**src/rtl/fwd_operand_unit.sv**
```systemverilog
// fwd_operand_unit: EX-stage operand forwarding with retired-write history,
// load-use interlock FSM and a saturating stall-cycle counter.
module fwd_operand_unit #(
  parameter int XLEN       = 32,
  parameter int RA_W       = 5,
  parameter int NUM_RS     = 2,
  parameter int HIST_DEPTH = 2,
  parameter int LOAD_LAT   = 1,
  parameter int CNT_W      = 16
) (
  input  logic                     clk,
  input  logic                     rst_n,
  input  logic [NUM_RS*RA_W-1:0]   ex_rs_addr,
  input  logic [NUM_RS*XLEN-1:0]   ex_rs_data,
  input  logic                     mem_valid,
  input  logic                     mem_reg_write,
  input  logic                     mem_is_load,
  input  logic [RA_W-1:0]          mem_rd_addr,
  input  logic [XLEN-1:0]          mem_alu_result,
  input  logic                     wb_valid,
  input  logic                     wb_reg_write,
  input  logic [RA_W-1:0]          wb_rd_addr,
  input  logic [XLEN-1:0]          wb_data,
  input  logic                     id_valid,
  input  logic [NUM_RS*RA_W-1:0]   id_rs_addr,
  input  logic                     ex_valid,
  input  logic                     ex_reg_write,
  input  logic                     ex_is_load,
  input  logic [RA_W-1:0]          ex_rd_addr,
  output logic [NUM_RS*XLEN-1:0]   ex_operand,
  output logic [NUM_RS*2-1:0]      ex_fwd_sel,
  output logic                     stall,
  output logic                     hazard_err,
  output logic [CNT_W-1:0]         stall_cnt
);

  localparam int REM_W = 2;

  localparam logic [1:0] SEL_RF   = 2'b00;
  localparam logic [1:0] SEL_WB   = 2'b01;
  localparam logic [1:0] SEL_MEM  = 2'b10;
  localparam logic [1:0] SEL_HIST = 2'b11;

  typedef enum logic {IDLE, HOLD} state_e;

  typedef struct packed {
    logic            valid;
    logic [RA_W-1:0] addr;
    logic [XLEN-1:0] data;
  } hist_t;

  hist_t            hist_q [HIST_DEPTH];
  hist_t            hist_d [HIST_DEPTH];
  state_e           state_q, state_d;
  logic [REM_W-1:0] remain_q, remain_d;
  logic [CNT_W-1:0] cnt_q, cnt_d;
  logic             wb_push;
  logic             load_hit;
  logic             id_match;
  logic             detect;

  assign wb_push = wb_valid & wb_reg_write & (wb_rd_addr != '0);

  // History shift: a WB write enters at entry 0, older entries move down.
  always_comb begin
    // NOTE: every always_comb output gets a default first so no latch is inferred.
    hist_d = hist_q;
    if (wb_push) begin
      hist_d[0] = '{valid: 1'b1, addr: wb_rd_addr, data: wb_data};
      for (int h = 1; h < HIST_DEPTH; h++) hist_d[h] = hist_q[h-1];
    end
  end

  // History register; only the valid bits need a reset value.
  always_ff @(posedge clk) begin
    // NOTE: state is assigned with <= so all flops sample the same pre-edge values.
    if (!rst_n) begin
      // NOTE: the addr/data payload is don't-care while valid is low, so it is left unreset.
      for (int h = 0; h < HIST_DEPTH; h++) hist_q[h].valid <= 1'b0;
    end else begin
      hist_q <= hist_d;
    end
  end

  // Per-operand resolution; later assignments override earlier ones, giving
  // priority x0 > MEM (non-load) > WB > history (newest) > regfile.
  always_comb begin
    logic [RA_W-1:0] rs_a;
    logic [XLEN-1:0] res;
    logic [1:0]      sel;
    logic            mem_hit;
    logic            wb_hit;
    ex_operand = '0;
    ex_fwd_sel = '0;
    load_hit   = 1'b0;
    rs_a       = '0;
    res        = '0;
    sel        = SEL_RF;
    mem_hit    = 1'b0;
    wb_hit     = 1'b0;
    for (int i = 0; i < NUM_RS; i++) begin
      rs_a    = ex_rs_addr[i*RA_W +: RA_W];
      mem_hit = mem_valid & mem_reg_write & (mem_rd_addr == rs_a) & (mem_rd_addr != '0);
      wb_hit  = wb_valid & wb_reg_write & (wb_rd_addr == rs_a) & (wb_rd_addr != '0);
      res     = ex_rs_data[i*XLEN +: XLEN];
      sel     = SEL_RF;
      // History is ignored while reset is held; oldest first so the newest wins.
      for (int h = HIST_DEPTH - 1; h >= 0; h--) begin
        if (rst_n && hist_q[h].valid && (hist_q[h].addr == rs_a)) begin
          res = hist_q[h].data;
          sel = SEL_HIST;
        end
      end
      if (wb_hit) begin
        res = wb_data;
        sel = SEL_WB;
      end
      if (mem_hit && !mem_is_load) begin
        res = mem_alu_result;
        sel = SEL_MEM;
      end
      if (rs_a == '0) begin
        res = '0;
        sel = SEL_RF;
      end
      load_hit = load_hit | (mem_hit & mem_is_load);
      ex_operand[i*XLEN +: XLEN] = res;
      ex_fwd_sel[i*2 +: 2]       = sel;
    end
  end

  assign hazard_err = rst_n & load_hit;

  // Load-use detect: the EX load's destination is read by the ID instruction.
  always_comb begin
    id_match = 1'b0;
    for (int i = 0; i < NUM_RS; i++) begin
      if (id_rs_addr[i*RA_W +: RA_W] == ex_rd_addr) id_match = 1'b1;
    end
  end

  assign detect = rst_n & id_valid & ex_valid & ex_reg_write & ex_is_load &
                  (ex_rd_addr != '0) & id_match;

  // Interlock FSM next state: IDLE stalls on detect, HOLD extends the stall.
  always_comb begin
    state_d  = state_q;
    remain_d = remain_q;
    stall    = 1'b0;
    case (state_q)
      IDLE: begin
        stall = detect;
        if (detect && (LOAD_LAT > 1)) begin
          state_d  = HOLD;
          remain_d = REM_W'(LOAD_LAT - 1);
        end
      end
      HOLD: begin
        stall = rst_n;
        if (remain_q <= REM_W'(1)) begin
          state_d  = IDLE;
          remain_d = '0;
        end else begin
          remain_d = remain_q - REM_W'(1);
        end
      end
    endcase
  end

  // Saturating stall counter next value.
  always_comb begin
    cnt_d = cnt_q;
    if (stall && (cnt_q != {CNT_W{1'b1}})) cnt_d = cnt_q + CNT_W'(1);
  end

  // FSM and counter registers.
  always_ff @(posedge clk) begin
    if (!rst_n) begin
      state_q  <= IDLE;
      remain_q <= '0;
      cnt_q    <= '0;
    end else begin
      state_q  <= state_d;
      remain_q <= remain_d;
      cnt_q    <= cnt_d;
    end
  end

  assign stall_cnt = cnt_q;

endmodule

```
**config.mk**
```make
export PLATFORM = sky130hd
export DESIGN_NAME = fwd_operand_unit
export DESIGN_NICKNAME = d
export VERILOG_FILES = /design/src/rtl/fwd_operand_unit.sv
export SDC_FILE = /design/constraint.sdc
export NUM_CORES = 1
export LEC_CHECK = 0
export CAP_MARGIN = 20
export CORE_ASPECT_RATIO = 1.4
export CORE_MARGIN = 5
export CORE_UTILIZATION = 45
export CTS_CLUSTER_DIAMETER = 100
export CTS_CLUSTER_SIZE = 12
export DETAILED_ROUTE_END_ITERATION = 8
export GPL_TIMING_DRIVEN = 0
export PLACE_DENSITY_LB_ADDON = 0.25
export SYNTH_ARGS = -nofsm -noshare
export SYNTH_HDL_FRONTEND = slang
export SYNTH_SLANG_ARGS = --single-unit
```
**constraint.sdc**
```tcl
create_clock -name clk -period 4.3 [get_ports clk]
set_input_delay 1.075 -clock clk [delete_from_list [all_inputs] [get_ports clk]]
set_output_delay 1.075 -clock clk [all_outputs]
set_load 0.02 [all_outputs]
```
# Word-level counts from Yosys, hierarchy flattened
# Cells that the tools add are included.
# classes
n_addsub	2
n_lt_le_gt_ge	1
n_eq_ne	11
n_mux	25
bitwise_logic	22
n_reduce_logical	17
# ops
op	n
$mux 32	10
$eq 5x5->1	10
$mux 2	11
$and 1x1->1	20
$add 16x1->16 const B	1
$ne 16x16->1 const B	1
$reduce_bool 5->1	3
$logic_not 5->1	2
$logic_and 1x1->1	9
$reduce_and 2->1	2
$mux 1	3
$le 2x1->1 const B	1
$pmux 1 s2	1
$sub 2x1->2 const B	1
$logic_not 1->1	1
$not 1->1	1
$or 1x1->1	1
# totals
ff_bits	95
in_bits	174
output_inout_bits	86
elab_cells	87

# Longest topological paths before layout
# logic_depth
word_depth	8
depth_mapped	9
ltp_nobuf	7

# Least setup slack after synthesis
# No wires, ideal clock.
# synth_path
path_type	input to output
startpoint	in ex_rs_addr[0]
endpoint	out ex_operand[10]
t_arrival_ns	2.960
t_required_ns	3.225
slack_ns	0.265
stages	8
path_buffers	2
path_cell_list	clkbuf_1 xnor2_1 nand4_1 nor2_1 clkbuf_1 a221oi_1 o311a_1 nor3_1
# synth_via
elab_chain_len	7
elab_cells_between_ends	17
cone_classes	eq/ne (4); mux (5); bitwise (4); reduce/logical (4)
# synth_lines
element	line	rtl
start: declaration	13	input logic [NUM_RS*RA_W-1:0] ex_rs_addr,
$eq 5x5->1	109	if (rst_n && hist_q[h].valid && (hist_q[h].addr == rs_a)) begin
$logic_and 1x1->1	109	
$mux 32 (2 in a row)	109	
$mux 32	114	if (wb_hit) begin
$mux 32	118	if (mem_hit && !mem_is_load) begin
$mux 32 (*)	122	if (rs_a == '0) begin
end: declaration	30	output logic [NUM_RS*XLEN-1:0] ex_operand,
# Mark *: on every way between the ends. The rest lies on a longest branch, timed or not.

# Final worst setup path
# layout_path
startpoint	in wb_rd_addr[2]
endpoint	out ex_operand[27]
# layout_via
elab_chain_len	6
elab_cells_between_ends	7
cone_classes	eq/ne (1); mux (3); bitwise (2); reduce/logical (1)
# layout_lines
element	line	rtl
start: declaration	22	input logic [RA_W-1:0] wb_rd_addr,
$eq 5x5->1	104	wb_hit = wb_valid & wb_reg_write & (wb_rd_addr == rs_a) & (wb_rd_addr != '0);
$and 1x1->1	104	
$and 1x1->1 (*)	104	
$mux 32 (*)	114	
$mux 32 (*)	118	
$mux 32 (*)	122	
# Marked as above.

==> results by group <==
Placement
  • # port buffers: 249
  • Post-Place Worst Slack: -1.00 ns
  • Placed Cells: 1,198
  • Post-DP HPWL: a little under 20 mm
  • RePlAce Congestion: 0.880

Floorplanning
  • Initial Util: 0.460
  • I/O Pins: 260
  • Core Region: 14,500 sq um
  • Std-Cell Rows: 52
  • Die X: 113 microns
  • Die Area: 17,400 sq um
  • Die height: 154 microns

Detailed routing
  • Vias: around 7,700
  • DRC violations left: 0
  • Vias per std cell: between 6 and 7
  • Detailed Routing Iterations Pass 1: 6
  • Drt first-iter violations: 754
  • Final ANT Viol Nets: 0
  • WL/cell: around 23 microns
  • Total wire length: about 27 mm

Clock network
  • Root buffer cell: clkbuf_16
  • Clock buffer depth: 2
  • H-Tree Depth: 3
  • Total CTS buffers: 9
  • Hold Buf Count CTS: 0
  • CTS tree: yes
  • Clock sinks: 95
  • Worst skew pair latency: between 0.3 and 0.4 ns
  • Clock transition at the registers of the reported paths: ~0.060 ns

Yosys
  • Mapped Cells: 759
  • Syn nets: 934
  • Synth Cell Area: 6680 sq um
  • Avg Cell Area, Syn: slightly below 9 sq um
  • Distinct cell type count after synthesis: 45
  • Seq/Total Area, Yosys: 0.396
  • Synth warn: 0
  • Flops & latches, synth: 95

Layout
  • Area Growth Syn to Fin: 49.1%
  • Final Core Density: 0.686
  • N_diodes: 0
  • Layout cells sized above 1: 0.189
  • Fin cells: ~1,200
  • Final net count: 1,201

Worst setup path
  • Crit end category: primary output
  • Reg-to-Reg End: stall_cnt[1]
  • Reg-to-Reg Start: stall_cnt[0]
  • Reg2Reg Setup Slack: 1.99 ns
  • Worst r2r path cells: 9
  • Crit path DAT: ~3.2 ns
  • CP Data Required Time: 3.22 ns
  • Kind of critical path: input port to primary output
  • Crit path max fanout: 10
  • Type of origin of the critical path: input port

Job
  • Maxcap violations: 0

Global route
  • Initial antenna violation count: 0
  • Vias in the first global route: between 7,000 and 8,000
  • Largest net degree at the start of global routing: 43
  • First-pass GRT wire length: 41.5 mm
  • Total GRT Usage: 0.300
  • Overflow after GRT: 0

STA
  • Relative slew slack: 0.548
  • Final period utilization: 0.991
  • Min Tclk post-route: about 4.3 ns
  • Final worst slack: 0.0398 ns
  • Final setup skew: 0.00782 ns
  • Worst-margin pin slew: 0.679 ns
  • Final Hold Fails: 0
  • Final slew viol count: 0
  • Setup violations, final: 0
  • RSZ-0062 raised after global routing: false
  • Maximum clock frequency: 235 MHz

Pwr
  • Peak supply drop: roughly 0.22 mV
  • Clock share of power: 0.340
  • Net Sw Power: between 0.0006 and 0.0007 W
  • Comb power frac: 0.222
  • Pwr per Cell Area: 237 nW/um^2
  • Sw frac: 0.261
  • Internal: 0.00174 W
  • Sequential power share: 0.438
  • Power, Total: 0.00236 W
  • P_leak: roughly 3.7 nW

Min path
  • HP Start: remain_q[1]
  • Hold depth: 2
  • Hold crit path type: flop to flop
  • Hold Path End: remain_q[1]

Outcome
  • Status: finished, final reports clean
## power groups by stage
stage               logic, W  clock network (W)  registers (W)
CTS                 0.000515           0.000807        0.00103
global route        0.000554           0.000837        0.00103
finish              0.000524           0.000801        0.00103
floorplan           0.000231                  0        0.00105
global placement    0.000530                  0        0.00105
detailed placement  0.000536                  0        0.00105
## layout make-up
class                   instances  area [sq um]
multi-input cells             577          3830
clock inverters                 5          48.8
flip-flops and latches         95          2640
clock buffers                  11           233
repair buffers                258          2310
plain buffers                  80           638
well taps                     189           236
fillers                      1255          4550
inverters                       5          18.8
## metrics by stage
step	setup TNS (ns)	hold WS [ns]	cell area, sq um
2_1_floorplan	0	0.421	6680
3_3_place_gp	-151.72	0.431	9410
3_5_place_dp	-60.75	0.446	9430
4_1_cts	0	0.460	9850
5_1_grt	0	0.486	9960
6_report	0	0.473	9960
## state kept, by name, indices dropped and copies added (netlist names)
name,cells
hist_q,76
stall_cnt,16
remain_q,2
state_q,1
## worst max path at each step
stage,startpoint,to,slack (ns),cells after the start
detailed placement,rst_n,ex_operand[38],-1.00,9
finish,wb_rd_addr[2],ex_operand[27],0.04,9
CTS,wb_rd_addr[0],ex_operand[25],0.002,9
floorplan,ex_rs_addr[0],ex_operand[10],0.27,8
global route,wb_rd_addr[0],ex_fwd_sel[1],0.001,11
global placement,rst_n,hist_q[53],-1.22,4
## logic make-up (layout without fill, tap and decap cells)
| logic type | count (synthesis) | after routing | share of synthesized area |
|---|---|---|---|
| fa+ha+maj | 1 | 1 | 0.00187 |
| flops | 95 | 95 | 0.396 |
| simple gates | 291 | 292 | 0.206 |
| compound gates | 228 | 228 | 0.266 |
| buf+inv | 88 | 359 | 0.0556 |
| xor+xnor | 51 | 51 | 0.0669 |
| mux | 5 | 5 | 0.00768 |
## critical path: stages
cell             delay, ns
clkdlybuf4s15_1       0.26
or3_4                 0.36
o311a_4               0.34
and4_4                0.19
buf_8                 0.15
buf_12                0.14
o311a_1               0.30
nor3_2                0.19
buf_4                 0.17
## cell usage after synthesis
master / n / area share
and4_4: 1 / 0.0017
nor2b_1: 1 / 0.00094
o311a_4: 1 / 0.0032
o31ai_1: 7 / 0.0079
a32oi_1: 1 / 0.0013
and2_1: 4 / 0.0037
nand2_1: 89 / 0.050
and3_1: 35 / 0.033
buf_6: 2 / 0.0034
clkbuf_1: 61 / 0.034
nor4_1: 1 / 0.00094
or2_1: 1 / 0.00094
o211ai_1: 37 / 0.042
o41ai_1: 1 / 0.0013
buf_1: 1 / 0.00056
a221o_1: 32 / 0.048
nand3_1: 10 / 0.0075
and4_1: 3 / 0.0039
nor2_1: 82 / 0.046
xor2_1: 23 / 0.030
nand2b_1: 1 / 0.00094
nand4_1: 7 / 0.0066
nor3_1: 36 / 0.027
or4_1: 5 / 0.0056
a21oi_1: 11 / 0.0082
buf_4: 1 / 0.0011
dfxtp_1: 21 / 0.063
a31oi_1: 32 / 0.030
o21ai_0: 36 / 0.027
o311a_1: 34 / 0.051
a21boi_0: 1 / 0.0011
inv_1: 5 / 0.0028
or2_2: 3 / 0.0028
mux2_2: 1 / 0.0017
buf_2: 18 / 0.013
mux2i_1: 4 / 0.0060
o221ai_1: 1 / 0.0013
ha_1: 1 / 0.0019
o22ai_1: 1 / 0.00094
o211a_1: 1 / 0.0015
xnor2_1: 28 / 0.037
edfxtp_1: 74 / 0.33
a221oi_1: 32 / 0.042
nor3_2: 6 / 0.0090
or3_1: 6 / 0.0056
## cell usage in the layout, fill, tap and decap left out, types with 9 or more instances in the layout
cell type / instances
a31oi_1: 32
and3_1: 35
a221o_1: 32
a21oi_1: 11
clkbuf_1: 14
edfxtp_1: 74
o311a_1: 30
nor3_1: 22
clkbuf_8: 12
o211ai_1: 37
o21ai_0: 35
xor2_1: 23
clkbuf_16: 10
a221oi_1: 32
buf_4: 36
buf_2: 48
clkbuf_2: 21
nor2_1: 79
nand3_1: 9
dfxtp_1: 21
nor3_2: 19
nand2_1: 89
xnor2_1: 28
clkbuf_4: 15
clkdlybuf4s50_1: 171
## per-layer routing
layer	vias up	share of wire	track usage	wire length, microns
li1	3466	-	-	-
met1	3663	0.36	0.354	9980
met2	467	0.51	0.524	14100
met3	81	0.085	0.0492	2320
met4	0	0.039	0.144	1060
met5	-	0	0	0
## what timing repair did
| item | in CTS | in global routing |
|---|---|---|
| pin swaps | 6 | 11 |
| cloned | 1 | 0 |
| endpoints found under the setup margin | 69 | 65 |
| buffers inserted | 5 | 3 |
| gates resized for setup | 443 | 70 |
(Power assumes the default switching activity.)
